`config.mk`:
```
export PLATFORM = sky130hd
export DESIGN_NAME = ball_render
export DESIGN_NICKNAME = d
export VERILOG_FILES = /design/src/rtl/ball_render_pkg.sv /design/src/rtl/ball_sprite_rom.sv /design/src/rtl/ball_render.sv
export SDC_FILE = /design/constraint.sdc
export NUM_CORES = 1
export LEC_CHECK = 0
export ABC_AREA = 1
export CORE_ASPECT_RATIO = 1.5
export CORE_MARGIN = 2
export CORE_UTILIZATION = 57
export DETAILED_ROUTE_END_ITERATION = 10
export HOLD_SLACK_MARGIN = 0.05
export PLACE_DENSITY_LB_ADDON = 0.1
export SETUP_SLACK_MARGIN = 0.1
export SYNTH_ARGS = -nofsm -noshare
export SYNTH_HDL_FRONTEND = slang
export SYNTH_HIERARCHICAL = 1
export SYNTH_SLANG_ARGS = --single-unit
```
`constraint.sdc`:
```
create_clock -name px_clk -period 3.3 [get_ports px_clk]
set_input_delay 0.66 -clock px_clk [delete_from_list [all_inputs] [get_ports px_clk]]
set_output_delay 0.66 -clock px_clk [all_outputs]
set_load 0.005 [all_outputs]
```
`src/rtl/ball_render_pkg.sv`:
```
// Shared constants and helpers for the ball sprite renderer: the circular
// mask, the ball start position and the colour-cycle mapping.
package ball_render_pkg;

    localparam int COORD_W = 10;
    localparam int RGB_W   = 3;

    typedef logic [COORD_W-1:0] coord_t;
    typedef logic [RGB_W-1:0]   rgb_t;

    // Must match the position updater's start position.
    localparam coord_t BALL_X0 = 10'd156;
    localparam coord_t BALL_Y0 = 10'd232;

    // Stage-1 payload carried to the compositing stage.
    typedef struct packed {
        logic       inbox;
        logic [3:0] dx;
        logic [3:0] dy;
        logic       active;
        rgb_t       rgb;
    } s1_t;

    // One 16-bit mask row; bit 15 is the left-most pixel.
    function automatic logic [15:0] ball_mask_row(input logic [3:0] row);
        logic [15:0] bits;
        // NOTE: every arm (and the default) assigns the result, so this stays
        // purely combinational with no latch inferred.
        case (row)
            4'd0, 4'd15:         bits = 16'h07E0;
            4'd1, 4'd14:         bits = 16'h1FF8;
            4'd2, 4'd13:         bits = 16'h3FFC;
            4'd3, 4'd4,
            4'd11, 4'd12:        bits = 16'h7FFE;
            default:             bits = 16'hFFFF;
        endcase
        return bits;
    endfunction

    // Index 0 maps to white so the ball is never invisible black.
    function automatic rgb_t ball_colour(input logic [2:0] cidx);
        return (cidx == 3'd0) ? 3'b111 : cidx;
    endfunction

endpackage

```
`src/rtl/ball_sprite_rom.sv`:
```
// Combinational 16x16 lookup of the circular ball sprite mask.
module ball_sprite_rom
    import ball_render_pkg::*;
(
    input  logic [3:0] row,
    input  logic [3:0] col,
    output logic       pix
);

    logic [15:0] w_bits;

    assign w_bits = ball_mask_row(row);
    assign pix    = w_bits[4'd15 - col];

endmodule

```
`src/rtl/ball_render.sv`:
```
// Overlays the 16x16 ball sprite on the background pixel stream with a fixed
// two-cycle latency, using a ball position snapshotted once per frame.
module ball_render
    import ball_render_pkg::*;
#(
    parameter int unsigned SIZE_BALL    = 16,
    parameter int unsigned VISIBLECOLS  = 640,
    parameter int unsigned VISIBLEROWS  = 480,
    parameter int unsigned CYCLE_FRAMES = 64
) (
    input  logic         px_clk,
    input  logic         reset,
    input  logic         endframe,
    input  logic [9:0]   x_ball,
    input  logic [9:0]   y_ball,
    input  logic [9:0]   x_px,
    input  logic [9:0]   y_px,
    input  logic         active,
    input  logic [2:0]   rgb_in,
    output logic [2:0]   rgb_out,
    output logic         active_out
);

    localparam coord_t     BALL_EDGE = coord_t'(SIZE_BALL);
    localparam coord_t     LIM_X     = coord_t'(VISIBLECOLS);
    localparam coord_t     LIM_Y     = coord_t'(VISIBLEROWS);
    localparam logic [7:0] FCNT_LAST = 8'(CYCLE_FRAMES - 1);

    coord_t     r_xs;
    coord_t     r_ys;
    logic [7:0] r_fcnt;
    logic [2:0] r_cidx;
    s1_t        r_s1;

    coord_t     w_dx;
    coord_t     w_dy;
    logic       w_inbox;
    logic       w_pix;
    rgb_t       w_ball_rgb;

    // Frame-rate state: position snapshot and colour-cycle counters.
    // NOTE: state registers use non-blocking assignments so every block
    // samples the pre-edge values, which is what lets a pixel coinciding with
    // endframe still see the old position.
    always_ff @(posedge px_clk) begin
        if (reset) begin
            r_xs   <= BALL_X0;
            r_ys   <= BALL_Y0;
            r_fcnt <= '0;
            r_cidx <= '0;
        end else if (endframe) begin
            r_xs <= x_ball;
            r_ys <= y_ball;
            if (r_fcnt == FCNT_LAST) begin
                r_fcnt <= '0;
                r_cidx <= r_cidx + 3'd1;
            end else begin
                r_fcnt <= r_fcnt + 8'd1;
            end
        end
    end

    // Pixels left of / above the ball wrap to large offsets and miss. The
    // visible-area bounds only matter if active is ever asserted off-screen.
    always_comb begin
        w_dx    = x_px - r_xs;
        w_dy    = y_px - r_ys;
        w_inbox = (w_dx < BALL_EDGE) && (w_dy < BALL_EDGE) && active
                  && (x_px < LIM_X) && (y_px < LIM_Y);
    end

    always_ff @(posedge px_clk) begin
        if (reset) begin
            r_s1 <= '0;
        end else begin
            r_s1 <= '{inbox:  w_inbox,
                      dx:     w_dx[3:0],
                      dy:     w_dy[3:0],
                      active: active,
                      rgb:    rgb_in};
        end
    end

    ball_sprite_rom u_rom (
        .row (r_s1.dy),
        .col (r_s1.dx),
        .pix (w_pix)
    );

    assign w_ball_rgb = ball_colour(r_cidx);

    always_ff @(posedge px_clk) begin
        if (reset) begin
            rgb_out    <= '0;
            active_out <= 1'b0;
        end else begin
            if (r_s1.inbox && w_pix)
                rgb_out <= w_ball_rgb;
            else
                rgb_out <= r_s1.active ? r_s1.rgb : 3'b000;
            active_out <= r_s1.active;
        end
    end

endmodule

```
==> results.toml <==
[clock_tree]
path_clk_slew_ns = 0.09
cts_resized = 0
cts_root_buf = "clkbuf_8"
post-cts-setup-buffers = 0
cts_tree = "built"
clk_path_buf_depth = 2
cts_buffers = 5
cts.sinks = 48
htree_num_levels = 2
cts_hold_buf = 0
clk_latency_ns = 0.30

[critical_path]
endpoint_kind = "register"
worst_ep_arrival_time_ns = 2.48
critPathRequiredTime_ns = 3.55
start_kind = "input pin"
criticalPathCategory = "in -> reg"
path_max_fanout = 3

[cells_and_area]
post-route-util = 0.719
num-nets-final = 568
drive_gt1_frac = 0.0641
num_antenna_cells = 0
synthToLayoutAreaGrowth_pct = 23.4

[pwr]
vdd_ir_drop_max_mv = 0.266
p_per_area_nw_per_um2 = 402
power.leakage_uw = 0.00182

[logic_synthesis]
avgSynthCellArea_sq_um = 6.63
yosys_warnings = 6
syn_inst = 447
syn_area_sq_um = 2960
syn_nets = 517
seq_area_frac_synth = 0.324
synth.distinct_cells = 30
ys_ff_latch = 48

[route]
drt-total-wl_um = 6880
routed_via_density = 5.13
detail_route.wl_per_cell_um = 12.1
ant_nets = 0
dr.first_iter.drc_count = 148
drcViolationCount = 0
via_count = 2906
drt-pass1-iter-count = 6

[timing]
finalHoldViolCount = 0
period_minus_slack_ns = 2.23
finClkSkew_ns = 0.00527
worst_slew_pin_slew_ns = 0.639
finalSetupViolCount = 0
fmax_mhz = 448
drv_slew = 0
finalSetupTns_ns = 0
rsz0062_at_grt = "false"
post-route-period-util = 0.676
slew_headroom = 0.573

[global_route]
grt_pass1_vias = 2902
grt_max_degree = 22
grt_first_pass_wirelength_um = 11900
grt.total_usage = 0.258
gr-total-overflow = 0
antenna_found_initial = 0

[status]
status = "finished, final reports clean"

[flow_run]
max_cap_viol_count = 0

[min_path]
hold_path_class = "reg -> reg"

[die]
dieArea_sq_um = 5800
start_util = 0.582
die_w_um = 62.9
io_pins = 51
die_height_um = 92.3
core_region_area_sq_um = 5080
row_count = 32

[place]
port_buffers = 50
hpwl_um = 5450
place_congestion = 0.891
cells in the mapped netlist:
cell type	instances	area (sq um)
a31oi_1	2	12.5
nor2_2	2	12.5
xnor2_1	3	26.3
xor2_1	4	35.0
nand2_1	91	342
nor4_2	1	12.5
clkbuf_1	7	26.3
buf_1	1	3.75
nor2_4	1	11.3
a21oi_1	36	180
o21bai_1	2	15.0
or2_1	1	6.26
nor3_1	5	25.0
o21ai_2	1	8.76
nand2_2	10	62.6
nand4_1	4	25.0
a22oi_1	2	15.0
nand3_1	35	175
nand3_2	3	30.0
o21a_1	1	7.51
nand2_4	1	11.3
inv_1	78	293
fa_1	2	40.0
ha_1	21	263
nor3b_1	1	7.51
dfxtp_1	48	961
o21ai_0	30	150
buf_2	1	5.00
inv_2	2	7.51
nor2_1	51	191
area by class of cell:
cell class,instances,area (sq um)
multi-input cells,310,1670
flip-flops and latches,48,961
well taps,68,85.1
repair buffers,53,523
inverters,80,300
clock inverters,2,38.8
clock buffers,6,82.6
fillers,461,1430
critical path: stages:
cell	delay (ns)
clkdlybuf4s50_1	0.40
inv_1	0.06
ha_1	0.15
inv_1	0.07
fa_1	0.39
inv_1	0.11
nor2_1	0.05
nor2_1	0.12
nor2_1	0.06
nor2_1	0.11
nand3_1	0.08
nor2_1	0.08
nand3_1	0.07
nor2_1	0.07
final timing paths:
check                             start        to  slack [ns]  cells after the start
worst max-delay path            y_px[0]  r_s1[12]        1.07                     14
worst min-delay path            r_ys[2]   r_ys[2]        0.46                      2
worst max register to register  r_ys[0]  r_s1[12]        1.51                     12
worst min register to register  r_ys[2]   r_ys[2]        0.46                      2
cells in the final DEF (no fill, tap or decap):
master           count
a21oi_1             36
a22oi_1              2
a31oi_1              2
buf_4                3
bufinv_16            1
clkbuf_8             6
clkdlybuf4s50_1     50
clkinv_4             1
dfxtp_1             48
fa_1                 2
ha_1                21
inv_1               78
inv_2                2
nand2_1             91
nand2_2             10
nand2_4              1
nand3_1             35
nand3_2              3
nand4_1              4
nor2_1              51
nor2_2               2
nor2_4               1
nor3_1               5
nor3b_1              1
nor4_2               1
o21a_1               1
o21ai_0             30
o21ai_2              1
o21bai_1             2
or2_1                1
xnor2_1              3
xor2_1               4
metal layers:
| metal | global-route usage | vias up | part of all wire |
|---|---|---|---|
| met5 | 0 | - | 0 |
| met4 | 0.0778 | 0 | 0.014 |
| met3 | 0.0454 | 8 | 0.029 |
| met2 | 0.520 | 72 | 0.55 |
| met1 | 0.261 | 1306 | 0.40 |
| li1 | - | 1520 | - |
flip-flops by register name (all words and copies together), names as in the netlist:
register    count
r_s1           13
r_fcnt          8
r_xs           10
active_out      1
r_cidx          3
r_ys           10
rgb_out         3
stage by stage:
stage	setup WS (ns)	std cells	hold slack, ns	power [uW]	instance area, sq um
3_3_place_gp	0.776	559	0.446	1020	3530
5_1_grt	0.832	567	0.492	1570	3660
2_1_floorplan	1.29	447	0.425	904	2960
4_1_cts	1.06	567	0.462	1480	3660
6_report	1.07	567	0.465	1470	3660
3_5_place_dp	0.734	559	0.447	1030	3530
cells by family (layout without fill, tap and decap cells):
family / after synthesis / count (layout) / synth area share
buffers and inverters: 89 / 141 / 0.113
adders and majority gates: 23 / 23 / 0.102
DFF: 48 / 48 / 0.324
and+or+nand+nor: 206 / 206 / 0.308
xor gates and xnor gates: 7 / 7 / 0.0207
AOI/OAI and AO/OA: 74 / 74 / 0.131
power breakdown:
group	leakage [uW]	total (uW)	internal, uW	switching, uW
clock	0.0000614	451	248	203
combinational	0.00136	386	167	219
sequential	0.000396	632	613	19.1
total	0.00182	1470	1030	441
Note: power is estimated with default switching activity, not from simulation.
